## config.mk

```make
export PLATFORM = sky130hd
export DESIGN_NAME = pingpong_ram_ctrl_flat
export DESIGN_NICKNAME = d
export VERILOG_FILES = /design/src/rtl/pingpong_ram_ctrl_if.sv /design/src/rtl/pingpong_ram_ctrl.sv /design/src/flat_wrapper.sv
export SDC_FILE = /design/constraint.sdc
export NUM_CORES = 1
export LEC_CHECK = 0
export ABC_CLOCK_PERIOD_IN_PS = 2100
export CAP_MARGIN = 25
export CORE_AREA = 2 2 71 73
export CTS_BUF_LIST = sky130_fd_sc_hd__clkbuf_16
export DETAILED_ROUTE_END_ITERATION = 12
export DIE_AREA = 0 0 73 75
export MAX_ROUTING_LAYER = met4
export PLACE_DENSITY = 0.74
export SYNTH_ARGS = -nofsm -noshare
export SYNTH_HDL_FRONTEND = slang
export SYNTH_SLANG_ARGS = --single-unit
```

## constraint.sdc

```tcl
create_clock -name clk -period 2.1 [get_ports clk]
set_input_delay 0.42 -clock clk [delete_from_list [all_inputs] [get_ports clk]]
set_output_delay 0.42 -clock clk [all_outputs]
set_load 0.02 [all_outputs]
```

## src/rtl/pingpong_ram_ctrl_if.sv

```systemverilog
// Ping-pong frame buffer bus: producer/consumer handshakes plus the
// strobes and read-data returns of the two sequential-address banks.
interface pingpong_ram_ctrl_if #(
  parameter int DATA_WIDTH = 10
);
  logic                  wr_valid;
  logic                  wr_ready;
  logic [DATA_WIDTH-1:0] wr_data;
  logic                  rd_req;
  logic                  rd_avail;
  logic [DATA_WIDTH-1:0] rd_data;
  logic                  rd_data_valid;
  logic                  rd_last;
  logic [1:0]            bank_wr_req;
  logic [DATA_WIDTH-1:0] bank_wr_data;
  logic [1:0]            bank_rd_req;
  logic [1:0]            bank_clr;
  logic [DATA_WIDTH-1:0] bank0_rd_data;
  logic [DATA_WIDTH-1:0] bank1_rd_data;

  modport master (
    output wr_valid,
    output wr_data,
    output rd_req,
    output bank0_rd_data,
    output bank1_rd_data,
    input  wr_ready,
    input  rd_avail,
    input  rd_data,
    input  rd_data_valid,
    input  rd_last,
    input  bank_wr_req,
    input  bank_wr_data,
    input  bank_rd_req,
    input  bank_clr
  );

  modport slave (
    input  wr_valid,
    input  wr_data,
    input  rd_req,
    input  bank0_rd_data,
    input  bank1_rd_data,
    output wr_ready,
    output rd_avail,
    output rd_data,
    output rd_data_valid,
    output rd_last,
    output bank_wr_req,
    output bank_wr_data,
    output bank_rd_req,
    output bank_clr
  );
endinterface

```

## src/rtl/pingpong_ram_ctrl.sv

```systemverilog
// Ping-pong controller: one bank fills while the other drains, each bank
// cycling EMPTY -> FILL -> FULL -> DRAIN -> CLR -> EMPTY.
module pingpong_ram_ctrl #(
  parameter int DATA_WIDTH = 10,
  parameter int ADDR_WIDTH = 12,
  parameter int BLOCK_LEN  = 1024,
  parameter int CNT_W      = ADDR_WIDTH + 1
) (
  input  logic               clk,
  input  logic               reset,
  pingpong_ram_ctrl_if.slave bus
);

  typedef enum logic [2:0] {
    S_EMPTY,
    S_FILL,
    S_FULL,
    S_DRAIN,
    S_CLR
  } bank_st_e;

  localparam logic [CNT_W-1:0] LAST = CNT_W'(BLOCK_LEN - 1);
  localparam logic [CNT_W-1:0] ONE  = CNT_W'(1);

  bank_st_e         st_q [2];
  bank_st_e         st_d [2];
  logic             wr_sel_q, wr_sel_d;
  logic             rd_sel_q, rd_sel_d;
  logic [CNT_W-1:0] wr_cnt_q, wr_cnt_d;
  logic [CNT_W-1:0] rd_cnt_q, rd_cnt_d;
  logic             rvalid_q, rvalid_d;
  logic             rlast_q, rlast_d;
  logic             rsel_q, rsel_d;

  logic wr_ok, rd_ok;
  logic wr_acc, rd_acc;
  logic wr_end, rd_end;

  assign wr_ok  = (st_q[wr_sel_q] == S_EMPTY) ||
                  (st_q[wr_sel_q] == S_FILL);
  assign rd_ok  = (st_q[rd_sel_q] == S_FULL) ||
                  (st_q[rd_sel_q] == S_DRAIN);
  assign wr_acc = bus.wr_valid & wr_ok;
  assign rd_acc = bus.rd_req & rd_ok;
  assign wr_end = (wr_cnt_q == LAST);
  assign rd_end = (rd_cnt_q == LAST);

  always_comb begin
    st_d[0]  = st_q[0];
    st_d[1]  = st_q[1];
    wr_sel_d = wr_sel_q;
    rd_sel_d = rd_sel_q;
    wr_cnt_d = wr_cnt_q;
    rd_cnt_d = rd_cnt_q;
    rvalid_d = rd_acc;
    rlast_d  = rd_acc & rd_end;
    rsel_d   = rd_acc ? rd_sel_q : rsel_q;

    for (int b = 0; b < 2; b++) begin
      if (st_q[b] == S_CLR) st_d[b] = S_EMPTY;
    end

    // write and read banks are disjoint by construction of wr_ok/rd_ok
    if (wr_acc) begin
      if (wr_end) begin
        st_d[wr_sel_q] = S_FULL;
        wr_cnt_d       = '0;
        wr_sel_d       = ~wr_sel_q;
      end else begin
        st_d[wr_sel_q] = S_FILL;
        wr_cnt_d       = wr_cnt_q + ONE;
      end
    end

    if (rd_acc) begin
      if (rd_end) begin
        st_d[rd_sel_q] = S_CLR;
        rd_cnt_d       = '0;
        rd_sel_d       = ~rd_sel_q;
      end else begin
        st_d[rd_sel_q] = S_DRAIN;
        rd_cnt_d       = rd_cnt_q + ONE;
      end
    end
  end

  always_ff @(posedge clk) begin
    if (reset) begin
      st_q[0]  <= S_EMPTY;
      st_q[1]  <= S_EMPTY;
      wr_sel_q <= 1'b0;
      rd_sel_q <= 1'b0;
      wr_cnt_q <= '0;
      rd_cnt_q <= '0;
      rvalid_q <= 1'b0;
      rlast_q  <= 1'b0;
      rsel_q   <= 1'b0;
    end else begin
      st_q[0]  <= st_d[0];
      st_q[1]  <= st_d[1];
      wr_sel_q <= wr_sel_d;
      rd_sel_q <= rd_sel_d;
      wr_cnt_q <= wr_cnt_d;
      rd_cnt_q <= rd_cnt_d;
      rvalid_q <= rvalid_d;
      rlast_q  <= rlast_d;
      rsel_q   <= rsel_d;
    end
  end

  assign bus.wr_ready      = wr_ok;
  assign bus.rd_avail      = rd_ok;
  assign bus.bank_wr_req   = {wr_acc & wr_sel_q, wr_acc & ~wr_sel_q};
  assign bus.bank_rd_req   = {rd_acc & rd_sel_q, rd_acc & ~rd_sel_q};
  assign bus.bank_wr_data  = bus.wr_data;
  assign bus.bank_clr      = {2{reset}} |
                             {st_q[1] == S_CLR, st_q[0] == S_CLR};
  assign bus.rd_data_valid = rvalid_q;
  assign bus.rd_last       = rlast_q;
  // rsel_q holds the bank of the last accepted read, so data lines up
  assign bus.rd_data       = rsel_q ? bus.bank1_rd_data
                                    : bus.bank0_rd_data;

endmodule
```

## src/flat_wrapper.sv

```systemverilog
// flat-port wrapper written by rule: the top's interface ports become plain ports
module pingpong_ram_ctrl_flat 
#(
  parameter int DATA_WIDTH = 10,
  parameter int ADDR_WIDTH = 12,
  parameter int BLOCK_LEN  = 1024,
  parameter int CNT_W      = ADDR_WIDTH + 1
)
  (clk, reset, bus_wr_valid, bus_wr_data, bus_rd_req, bus_bank0_rd_data, bus_bank1_rd_data, bus_wr_ready, bus_rd_avail, bus_rd_data, bus_rd_data_valid, bus_rd_last, bus_bank_wr_req, bus_bank_wr_data, bus_bank_rd_req, bus_bank_clr);
  pingpong_ram_ctrl_if #(.DATA_WIDTH(DATA_WIDTH)) bus_i ();
  input  logic clk;
  input  logic reset;
  input wire logic [$bits(bus_i.wr_valid)-1:0] bus_wr_valid;
  input wire logic [$bits(bus_i.wr_data)-1:0] bus_wr_data;
  input wire logic [$bits(bus_i.rd_req)-1:0] bus_rd_req;
  input wire logic [$bits(bus_i.bank0_rd_data)-1:0] bus_bank0_rd_data;
  input wire logic [$bits(bus_i.bank1_rd_data)-1:0] bus_bank1_rd_data;
  output wire logic [$bits(bus_i.wr_ready)-1:0] bus_wr_ready;
  output wire logic [$bits(bus_i.rd_avail)-1:0] bus_rd_avail;
  output wire logic [$bits(bus_i.rd_data)-1:0] bus_rd_data;
  output wire logic [$bits(bus_i.rd_data_valid)-1:0] bus_rd_data_valid;
  output wire logic [$bits(bus_i.rd_last)-1:0] bus_rd_last;
  output wire logic [$bits(bus_i.bank_wr_req)-1:0] bus_bank_wr_req;
  output wire logic [$bits(bus_i.bank_wr_data)-1:0] bus_bank_wr_data;
  output wire logic [$bits(bus_i.bank_rd_req)-1:0] bus_bank_rd_req;
  output wire logic [$bits(bus_i.bank_clr)-1:0] bus_bank_clr;
  assign bus_i.wr_valid = bus_wr_valid;
  assign bus_i.wr_data = bus_wr_data;
  assign bus_i.rd_req = bus_rd_req;
  assign bus_i.bank0_rd_data = bus_bank0_rd_data;
  assign bus_i.bank1_rd_data = bus_bank1_rd_data;
  assign bus_wr_ready = bus_i.wr_ready;
  assign bus_rd_avail = bus_i.rd_avail;
  assign bus_rd_data = bus_i.rd_data;
  assign bus_rd_data_valid = bus_i.rd_data_valid;
  assign bus_rd_last = bus_i.rd_last;
  assign bus_bank_wr_req = bus_i.bank_wr_req;
  assign bus_bank_wr_data = bus_i.bank_wr_data;
  assign bus_bank_rd_req = bus_i.bank_rd_req;
  assign bus_bank_clr = bus_i.bank_clr;
  pingpong_ram_ctrl #(.DATA_WIDTH(DATA_WIDTH), .ADDR_WIDTH(ADDR_WIDTH), .BLOCK_LEN(BLOCK_LEN), .CNT_W(CNT_W)) u_core (.clk(clk), .reset(reset), .bus(bus_i));
endmodule
```

; ---- Word-level counts from Yosys, hierarchy flattened
; Memory sizes are Yosys's and may differ from the RTL's. A register that Yosys moved wholly into a read port is not among the register bits.
; Cells that the tools add are included.
[word_totals]
latchBits = 0
ramBits = 6
word_cells = 76
register_bits = 31
n_memories = 1
rom_bits = 0
out_inout_bits = 30
inputBits = 34
[op_classes]
eq_ne = 7
n_reduce_logical = 7
n_bitwise = 26
div_mod_pow = 0
mux = 22
shifts = 0
n_lt_le_gt_ge = 4
multipliers = 0
add_sub_neg = 2
[memory_table]
columns = name, words, width, rd, rd_ports_with_merged_regs, write_ports, line_no
row1 = u_core.st_q, 2, 3, 4, 2, 2, pingpong_ram_ctrl.sv:25  ; bank_st_e st_q [2];
[ops]
columns = operator, count
row1 = $add A13 B1 Y13 const B, 2
row2 = $eq A13 B10 Y1 const B, 2
row3 = $mux W13, 2
row4 = $mux W6, 4
row5 = $mux W3, 6
row6 = $and A4 B4 Y4, 3
row7 = $not A4 Y4, 3
row8 = $mux W10, 1
row9 = $or A2 B2 Y2, 4
row10 = $and A1 B1 Y1, 7
row11 = $mux W1, 7
row12 = $demux W3 S1, 2
row13 = $eq A3 B2 Y1 const B, 2
row14 = $eq A3 B3 Y1 const B, 2
row15 = $ge A2 B2 Y1 const B, 2
row16 = $lt A2 B1 Y1 const B, 2
row17 = $not A1 Y2, 2
row18 = $or A4 B4 Y4, 1
row19 = $reduce_and A2 Y1, 2
row20 = $eq A3 B1 Y1 const B, 1
row21 = $logic_not A3 Y1, 1
row22 = $and A2 B2 Y2, 1
row23 = $logic_and A1 B1 Y1, 2
row24 = $logic_or A1 B1 Y1, 2
row25 = other kinds (3), 5

; ---- Depth between registers and ports, before layout
; Gate-level depths: netlist (run 1).
[logic_depth]
depth_word = 13
mapped_depth = 6
ltp_nobuf = 5

; ---- Worst setup path after synthesis (run 1)
; OpenSTA, ideal clock, no wires.
[synth_path]
kind = register to register
start = mem u_core.st_q[0][2] (netlist name)
end = mem u_core.st_q[0][1] (netlist name)
path_slack_ns = 0.373
path_buffers = 0
arrival_ns = 1.640
path_stages_with_launch = 5
cell_sequence = dfxtp_1 -> nor4b_4 -> o21bai_2 -> or3_4 -> a221oi_2
[synth_lines]
columns = element, line_no
row1 = from (decl), pingpong_ram_ctrl.sv:25

; ---- Worst setup path after layout (run 1)
[layout_path]
start = in bus_wr_valid
end = out bus_bank_wr_req[1]
[layout_via]
elab_chain_cells = 2
[layout_lines]
columns = element, line_no
row1 = from (decl), flat_wrapper.sv:13  ; input wire logic [$bits(bus_i.wr_valid)-1:0] bus_wr_valid;
row2 = $and A1 B1 Y1, pingpong_ram_ctrl.sv:43  ; assign wr_acc = bus.wr_valid & wr_ok;
row3 = $and A1 B1 Y1, pingpong_ram_ctrl.sv:113  ; assign bus.bank_wr_req = {wr_acc & wr_sel_q, wr_acc & ~wr_sel_q};
row4 = to (decl), flat_wrapper.sv:23  ; output wire logic [$bits(bus_i.bank_wr_req)-1:0] bus_bank_wr_req;
; No other way between the ends.

==> results of run 1 <==
what timing repair did:
item | in CTS | in global routing
resized for setup | 14 | 12
endpoints found under the setup margin | 9 | 11
pin swaps | 0 | 0
setup buffers | 0 | 0
per-layer routing:
layer | wire [um] | track usage [%]
met1 | 2060 | 21.6
met2 | 2410 | 31.7
met3 | 445 | 4.69
met4 | 74 | 8.44
met5 | 0 | -
placed cells by master, fill, tap and decap left out, types with 2 or more instances in the layout:
cell type	synthesis	layout
mux2_2	11	11
buf_4	10	26
nand4_1	2	2
or3_1	9	9
or4_1	4	4
o21ai_0	12	12
o2111ai_1	5	5
ha_1	2	2
clkbuf_16	0	5
nand3_1	7	7
nand2_1	9	9
and4_1	4	4
dfxtp_1	39	38
xor2_1	11	11
nor4_1	2	2
clkdlybuf4s50_1	0	25
o31ai_1	6	6
and3_1	3	3
o21ai_2	2	2
a211oi_1	3	3
dlymetal6s2s_1	0	9
nor2_1	14	14
mux2i_1	3	3
a21oi_1	17	17
dlygate4sd2_1	0	7
nor3_1	7	7
o211ai_1	5	5
inv_1	6	6
worst max-delay path, cell delays in order:
cell and delay, ns:
clkdlybuf4s50_1 0.49, nor4bb_4 0.20, buf_4 0.17, o21ai_2 0.06, inv_1 0.06, clkdlybuf4s15_2 0.25
kinds of logic (layout without fill, tap and decap cells):
group,Yosys count,count (layout),synth area share [%]
compound gates,63,63,20.9
flops,39,39,36.7
xor+xnor,11,11,4.52
mux,14,14,7.23
buf+inv,27,82,8.58
fa+ha+maj,2,2,1.17
simple gates,72,72,20.9
through the flow:
stage / std cells / TNS, ns / setup WS (ns) / hold WS, ns
2_1_floorplan: 228 / 0 / 0.373 / 0.452
3_3_place_gp: 330 / -1.19 / -0.338 / 0.446
3_5_place_dp: 330 / -1.33 / -0.344 / 0.448
4_1_cts: 337 / 0 / 0.00128 / 0.472
5_1_grt: 337 / -0.0170 / -0.0170 / 0.498
6_report: 337 / 0 / 0.0265 / 0.462
power breakdown:
group          internal [mW]  total (mW)  switching [mW]
clock network          0.427       0.707           0.281
logic                 0.0848       0.147          0.0618
registers              0.746       0.752         0.00611
final cells by class:
class                   instances  share of cell area (%)
repair buffers                 69                    22.5
inverters                       6                   0.798
multi-input cells             162                    41.8
flip-flops and latches         39                    27.7
well taps                      54                    2.39
clock buffers                   5                    4.43
clock inverters                 2                   0.310
sequential cells by signal (all words and copies together), names as in the netlist, named ones only:
name,flops
u_core.wr_cnt_q,13
u_core.rd_cnt_q,13
u_core.rsel_q,1
u_core.bus.rd_data_valid,1
u_core.st_q,6
u_core.wr_sel_q,1
u_core.rd_sel_q,1
u_core.bus.rd_last,1
final timing paths:
check | to | startpoint | slack (ns) | cells after the start
setup / recovery | bus_bank_wr_req[1] | bus_wr_valid | 0.03 | 6
hold / removal | u_core.rsel_q$_SDFFE_PP0P_ | u_core.rsel_q$_SDFFE_PP0P_ | 0.46 | 2
setup reg to reg | u_core.wr_cnt_q[9]$_SDFFE_PP0N_ | u_core.wr_cnt_q[0]$_SDFFE_PP0N_ | 0.23 | 6
hold reg to reg | u_core.rsel_q$_SDFFE_PP0P_ | u_core.rsel_q$_SDFFE_PP0P_ | 0.46 | 2
==> flow_summary.yaml, run 1 <==
timing:
  min_period_ns: 2.07
  rsz0062_at_grt: "yes"
  slew_viol_final: 0
  worstMarginPinSlew_ns: 0.419
  timing.fmax_mhz: 482
  fin_crit_sh_pct: 98.7
  skew_ns: 0.00627
  setup_violations: 0
  slew_headroom_pct: 71.9
  final_hold_viol_count: 0
drt:
  drc_errors: 0
  dr_total_vias: 1945
  drt_iter0_markers: 82
  wl_um: 4990
  drt_pass1_iterations: 4
  vias_per_cell: 5.77
  avgRoutedWirePerCell_um: 14.8
  ant_nets: 0
worst_setup_path:
  worstPathArrival_ns: 1.65
  worstSetupPathType: "input port to output pin"
  worstSetupStartpointType: "input port"
  endpoint_kind: "output pin"
  worst-path-max-fanout: 3
  cp.required_ns: 1.68
power_and_ir_drop:
  leakage_nw: 1.13
  vdd_drop_max_mv: 0.385
  fin_total_pwr_mw: 1.61
  cellPowerDensity_nw_per_um2: 569
synth:
  syn-num-nets: 264
  ys_top_cells_by_area: "dfxtp_1 37%, mux2_2 5.8%, xor2_1 4.5%"
  synth.top_cell.area_share_pct: 36.7
  synth_common_cells: "39 x dfxtp_1, 17 x a21oi_1, 14 x nor2_1"
  synth_edf_count: 0
  yosys.area.top_type: "dfxtp_1"
  synth_cell_type_count: 51
  synth_most_common_cell: "dfxtp_1"
  yosysWarnings: 0
  syn_avg_cell_area_sq_um: 9.34
  synth-seq-cells: 39
  ys_seq_area_share_pct: 36.7
  syn_inst: 228
  async_flop_share_pct: 0
  synth_top_flop_cell: "dfxtp_1"
  syn_area_sq_um: 2130
status:
  outcome: "finished, final reports clean"
clock_tree:
  path_clk_slew_ns: 0.06
  cts_tree: "built"
  cts.sinks: 39
  root_buffer: "clkbuf_16"
  holdBufCountCts: 0
  numCtsBuffers: 5
  htree_levels: 2
  clock_path_buffers: 2
  worstSkewPairLatency_ns: 0.28
global_routing:
  grt_pass1_wl_um: 7870
  gr-total-overflow: 0
  grt_pass1_vias: 1767
  grt_max_degree: 20
  antenna_found_initial: 0
  grt_use_total_pct: 19.0
floorplanning:
  rows: 25
  die_h_um: 75
  design.core.area_sq_um: 4660
  die_w_um: 73
  start_util_pct: 45.7
  ioPinCount: 64
  die_area_sq_um: 5480
layout:
  antennaDiodeCount: 0
  post-route-util_pct: 60.6
  nFillCells: 398
  layout.nets: 319
  stdcell_area_sq_um: 2820
  multi_input_area_sq_um: 1180
  register_area_sq_um: 782
  drive_above_1_share_pct: 20.8
  syn_to_final_growth_pct: 32.6
flow_run:
  maxCapViolCount: 0
placed_design:
  port_buffers: 43
  hpwl_um: 3600
  place_congestion: 0.841
  dpl_cell_area_sq_um: 2660
min_path:
  hold_class: "register to register"
No activity file was read; power rests on OpenSTA's default activity.
==> run 2: changes to the inputs <==
--- a/config.mk
+++ b/config.mk
@@ -11,4 +11,6 @@
 export CTS_BUF_LIST = sky130_fd_sc_hd__clkbuf_16
+export CTS_CLUSTER_SIZE = 16
 export DETAILED_ROUTE_END_ITERATION = 12
 export DIE_AREA = 0 0 73 75
+export GPL_TIMING_DRIVEN = 0
 export MAX_ROUTING_LAYER = met4
==> constraint.sdc (replaced) <==
create_clock -name clk -period 2.1 [get_ports clk]
set_input_delay 0.63 -clock clk [delete_from_list [all_inputs] [get_ports clk]]
set_output_delay 0.63 -clock clk [all_outputs]
set_load 0.02 [all_outputs]
==> run 2 against run 1 <==
Against the previous run:
- the flow now finishes with violations (negative setup slack)
- highest routed layer unchanged
- clock power rose by 5.9%
- die area unchanged
- first-iteration DRC count grew 61%
- cell area increased by 8.6%
- worst setup slack got worse by 0.033 ns
- largest cell class unchanged
- clock skew fell by 0.0020 ns
- combinational power grew 33%
- critical endpoint is now bus_bank_rd_req[1]
- global-route usage is 2.0 points higher
- routed wire length is 14% higher
- non-clock buffer count is 26 higher
==> flow_summary.yaml, run 2 (synthesis results as in run 1) <==
status:
  outcome: "finished with violations"
  violations: "negative setup slack"
min_path:
  hold_class: "register to register"
floorplanning:
  die_h_um: 75
  start_util_pct: 45.7
  die_w_um: 73
  die_area_sq_um: 5480
  ioPinCount: 64
  design.core.area_sq_um: 4660
  rows: 25
clock_tree:
  path_clk_slew_ns: 0.06
  root_buffer: "clkbuf_16"
  htree_levels: 2
  worstSkewPairLatency_ns: 0.29
  cts_tree: "built"
  holdBufCountCts: 0
  clock_path_buffers: 2
  cts.sinks: 39
  numCtsBuffers: 5
global_routing:
  globalRouteMet1Util_pct: 25.2
  antenna_found_initial: 0
  grt_pass1_wl_um: 8590
  grt_max_degree: 14
  grt_use_total_pct: 21.0
  met3_usage_pct: 5.89
  grt_pass1_vias: 1839
  grt_use_met2_pct: 34.9
  gr-total-overflow: 0
  grt_busiest_layer: "met2"
timing:
  skew_ns: 0.00429
  slew_headroom_pct: 67.4
  worstMarginPinSlew_ns: 0.488
  fin_ws_ns: -0.00613
  min_period_ns: 2.11
  slew_viol_final: 0
  fin_crit_sh_pct: 100
  rsz0062_at_grt: "yes"
  final_hold_viol_count: 0
  setup_violations: 1
  timing.fmax_mhz: 475
worst_setup_path:
  cp.required_ns: 1.47
  worstSetupPathType: "register to output pin"
  worstPathArrival_ns: 1.48
  worstSetupStartpointType: "register"
  worst-path-max-fanout: 7
  endpoint_kind: "output pin"
drt:
  drt_iter0_markers: 132
  ant_nets: 0
  drt_pass1_iterations: 4
  avgRoutedWirePerCell_um: 15.7
  vias_per_cell: 5.73
  wl_um: 5710
  dr_total_vias: 2084
  drc_errors: 0
power_and_ir_drop:
  power_switching_mw: 0.403
  vdd_drop_max_mv: 0.352
  cellPowerDensity_nw_per_um2: 552
  combPwrFrac_pct: 11.6
  pwr-share-clk_pct: 44.3
  leakage_nw: 1.17
  swShare_pct: 23.8
  seqPwrFrac_pct: 44.2
  internal_power_mw: 1.29
layout:
  reg_top3: "u_core.rd_cnt_q (13), u_core.wr_cnt_q (13), u_core.st_q (6)"
  post-route-util_pct: 65.7
  antennaDiodeCount: 0
  multi_input_area_sq_um: 1220
  final_common_cell: "dfxtp_1"
  final_cells: 364
  final_cell_mix: "34 x dfxtp_1, 31 x buf_4, 31 x clkdlybuf4s50_1"
  nFillCells: 373
  drive_above_1_share_pct: 32.9
  register_area_sq_um: 795
  layout.nets: 345
  syn_to_final_growth_pct: 43.9
placed_design:
  port_buffers: 52
  place_congestion: 0.825
  place_inst: 334
  hpwl_um: 3710
flow_run:
  maxCapViolCount: 0
## run 2: cell types whose count changed in the layout (fill, tap and decap cells not counted), moves of 5 or more
cell             before  now
buf_2                 1   14
buf_4                26   31
buf_6                 0    8
clkdlybuf4s50_1      25   31
dlygate4sd2_1         7    1
dlymetal6s2s_1        9    0
## run 2: worst paths after layout
kind,start,to,slack (ns),depth (start not counted)
hold / removal,u_core.rd_cnt_q[12]$_SDFFE_PP0P_,u_core.rd_cnt_q[12]$_SDFFE_PP0P_,0.49,2
hold reg to reg,u_core.rd_cnt_q[12]$_SDFFE_PP0P_,u_core.rd_cnt_q[12]$_SDFFE_PP0P_,0.49,2
setup reg to reg,u_core.st_q[1][2]$_SDFF_PP0_,u_core.st_q[1][1]$_SDFF_PP0_,0.12,7
setup / recovery,u_core.st_q[1][1]$_SDFF_PP0_,bus_bank_rd_req[1],-0.006,5
## run 2: worst max-delay path, stage by stage, from the launching register on
cell      delay (ns)
dfxtp_4         0.37
and3b_1         0.19
buf_8           0.13
o211ai_1        0.23
inv_1           0.13
buf_6           0.15
## run 2: cell type report
class | instances | area share [%]
Tap cell | 54 | 2.20
Clock buffer | 5 | 4.08
Buffer | 21 | 5.63
Timing Repair Buffer | 74 | 21.0
Clock inverter | 3 | 0.653
Inverter | 6 | 0.735
Sequential cell | 39 | 25.9
Multi-Input combinational cell | 162 | 39.8
## run 2: repair_timing
item                                    in CTS  in global routing
endpoints found under the setup margin      35                 26
resized for setup                           99                 19
pin swaps                                    3                  5
setup buffers                               15                  7
cloned                                       0                  0
## run 2: routing by layer
| metal | vias up | wire length (um) | share of wire (%) |
|---|---|---|---|
| met5 | - | 0 | 0 |
| met4 | 0 | 83 | 1.5 |
| met3 | 8 | 478 | 8.4 |
| met2 | 92 | 2720 | 48 |
| met1 | 981 | 2420 | 42 |
| li1 | 1003 | - | - |
## run 2: power by group through the flow
stage / combinational, mW / clock, mW / sequential (mW)
after floorplan: 0.0948 / 0 / 0.767
after global placement: 0.189 / 0 / 0.768
after detailed placement: 0.191 / 0 / 0.768
after CTS: 0.193 / 0.759 / 0.749
after global routing: 0.209 / 0.788 / 0.748
final: 0.196 / 0.749 / 0.748
## run 2: metrics by stage
step | hold WS (ns) | worst slack, ns | power (mW) | TNS, ns | instance area, sq um
6_report | 0.488 | -0.00613 | 1.69 | -0.00613 | 3060
5_1_grt | 0.523 | -0.0705 | 1.74 | -0.136 | 3060
4_1_cts | 0.489 | -0.0126 | 1.70 | -0.0126 | 2980
3_5_place_dp | 0.477 | -1.07 | 0.959 | -16.49 | 2720
3_3_place_gp | 0.467 | -1.07 | 0.957 | -16.40 | 2720
2_1_floorplan | 0.452 | 0.0813 | 0.861 | 0 | 2130
==> run 3: changes to the inputs <==
Settings changed: ABC_CLOCK_PERIOD_IN_PS 2100 to 2390.
Clock period 2.1 ns to 2.39 ns, I/O delays scaled along.
==> run 3 against run 2 <==
Against the previous run:
- the flow now finishes without violations
- final cell count fell by 2.2%
- worst hold slack gained 0.0023 ns
- cell area shrank 3.8%
- combinational power decreased by 15%
- largest cell class unchanged
- largest power group unchanged
- highest routed layer unchanged
==> flow_summary.yaml, run 3 (synthesis results as in run 1) <==
status:
  outcome: "finished, final reports clean"
layout:
  stdcell_area_sq_um: 2950
  drive_above_1_share_pct: 28.8
  final_cells: 356
  reg_top3: "u_core.rd_cnt_q (13), u_core.wr_cnt_q (13), u_core.st_q (6)"
  antennaDiodeCount: 0
  syn_to_final_growth_pct: 38.4
  final_cell_mix: "35 x dfxtp_1, 32 x clkdlybuf4s50_1, 26 x buf_4"
  layout.nets: 337
  final_common_cell: "dfxtp_1"
power_and_ir_drop:
  swShare_pct: 24.0
  leakage_nw: 1.12
  power_switching_mw: 0.358
  cellPowerDensity_nw_per_um2: 505
  vdd_drop_max_mv: 0.302
  combPwrFrac_pct: 11.2
  seqPwrFrac_pct: 44.3
  pwr-share-clk_pct: 44.5
  internal_power_mw: 1.13
clock_tree:
  root_buffer: "clkbuf_16"
  clock_path_buffers: 2
  htree_levels: 2
  holdBufCountCts: 0
  cts.sinks: 39
  numCtsBuffers: 5
  path_clk_slew_ns: 0.06
  worstSkewPairLatency_ns: 0.29
  cts_tree: "built"
global_routing:
  antenna_found_initial: 0
  gr-total-overflow: 0
  grt_pass1_wl_um: 8450
  grt_max_degree: 14
  grt_pass1_vias: 1821
  grt_use_total_pct: 20.6
worst_setup_path:
  endpoint_kind: "output pin"
  worst-path-max-fanout: 3
  worstPathArrival_ns: 1.65
  r2r-end: "u_core.wr_cnt_q[2]$_SDFFE_PP0N_"
  crit_chain: "dlygate4sd2_1 -> nor4bb_4 -> buf_4 -> o21bai_4 -> inv_1 -> buf_4"
  slowest_stage: "dlygate4sd2_1"
  r2r_cells: 6
  rrSetupSlack_ns: 0.32
  path_buf_inv: 4
  timing.rr.start: "u_core.wr_cnt_q[0]$_SDFFE_PP0N_"
  slowest_delay_ns: 0.25
  path_common_cell: "buf_4"
  cp.required_ns: 1.67
  path_delay_family: "buffers and inverters"
  worstSetupPathType: "input port to output pin"
  worstSetupStartpointType: "input port"
drt:
  wl_um: 5520
  dr_total_vias: 2052
  drt_pass1_iterations: 5
  vias_per_cell: 5.76
  drt_iter0_markers: 129
  drc_errors: 0
  ant_nets: 0
  avgRoutedWirePerCell_um: 15.5
floorplanning:
  die_area_sq_um: 5480
  rows: 25
  ioPinCount: 64
  start_util_pct: 45.7
  die_w_um: 73
  design.core.area_sq_um: 4660
  die_h_um: 75
placed_design:
  hpwl_um: 3710
  dpl_cell_area_sq_um: 2720
  port_buffers: 52
  place_congestion: 0.825
  place_inst: 334
timing:
  timing.setup.tns_ns: 0
  slew_viol_final: 0
  worstMarginPinSlew_ns: 0.465
  timing.fmax_mhz: 423
  skew_ns: 0.00570
  fin_crit_sh_pct: 99.0
  min_period_ns: 2.37
  setup_violations: 0
  slew_headroom_pct: 68.8
  final_hold_viol_count: 0
min_path:
  hold_class: "register to register"
  hp-start: "u_core.rd_cnt_q[12]$_SDFFE_PP0P_"
  hold_depth: 2
  min_to: "u_core.rd_cnt_q[12]$_SDFFE_PP0P_"
flow_run:
  maxCapViolCount: 0
==> run 3: worst max path at each step <==
stage / depth (start not counted) / from / slack [ns] / endpoint
after floorplan: 3 / bus_wr_valid / 0.20 / bus_bank_wr_req[0]
after global placement: 5 / bus_wr_valid / -0.95 / bus_bank_wr_req[0]
after CTS: 3 / bus_bank1_rd_data[1] / 0.002 / bus_rd_data[1]
after global routing: 6 / bus_wr_valid / -0.007 / bus_bank_wr_req[0]
after detailed placement: 5 / bus_wr_valid / -0.96 / bus_bank_wr_req[0]
final: 6 / bus_wr_valid / 0.02 / bus_bank_wr_req[0]
==> run 3: power by group through the flow <==
stage | logic (mW) | clock network (mW) | registers, mW
after global routing | 0.179 | 0.699 | 0.659
after global placement | 0.166 | 0 | 0.674
after floorplan | 0.0833 | 0 | 0.674
final | 0.167 | 0.663 | 0.659
after detailed placement | 0.168 | 0 | 0.675
after CTS | 0.169 | 0.667 | 0.660
==> run 3: worst reg2reg max path, delay by kind of cell, from the launching register on <==
kind | cells | cell delay (ns)
simple gates | 3 | 0.72
flops | 1 | 0.41
fa+ha+maj | 1 | 0.29
buf+inv | 1 | 0.27
compound gates | 1 | 0.26
==> run 3: area by class of cell <==
class	instances	area (sq um)
sequential	39	788
timing repair buffer	67	571
buffer	20	158
inverter	6	22.5
tap	54	67.6
clock buffer	5	125
multi-input combinational	162	1200
fill	397	1710
clock inverter	3	20.0
==> run 3: what timing repair did <==
item / 4_1_cts / 5_1_grt
pin swaps: 1 / 3
setup buffers: 8 / 8
resized for setup: 59 / 17
setup endpoints to repair: 19 / 16
==> run 3: metal layers <==
layer  vias to the layer above  wire length [um]  GRT usage, %
li1                        996                 -             -
met2                        89              2590          33.9
met1                       959              2430          25.0
met4                         0                60          5.14
met5                         -                 0             -
met3                         8               439          5.89
==> run 3: metrics by stage <==
stage	setup slack [ns]	hold slack (ns)	util, %	total power, mW
global placement	-0.950	0.467	58.3	0.841
CTS	0.00180	0.489	63.5	1.50
global route	-0.00675	0.523	63.2	1.54
detailed placement	-0.957	0.477	58.3	0.843
floorplan	0.197	0.452	-	0.757
finish	0.0232	0.491	63.2	1.49
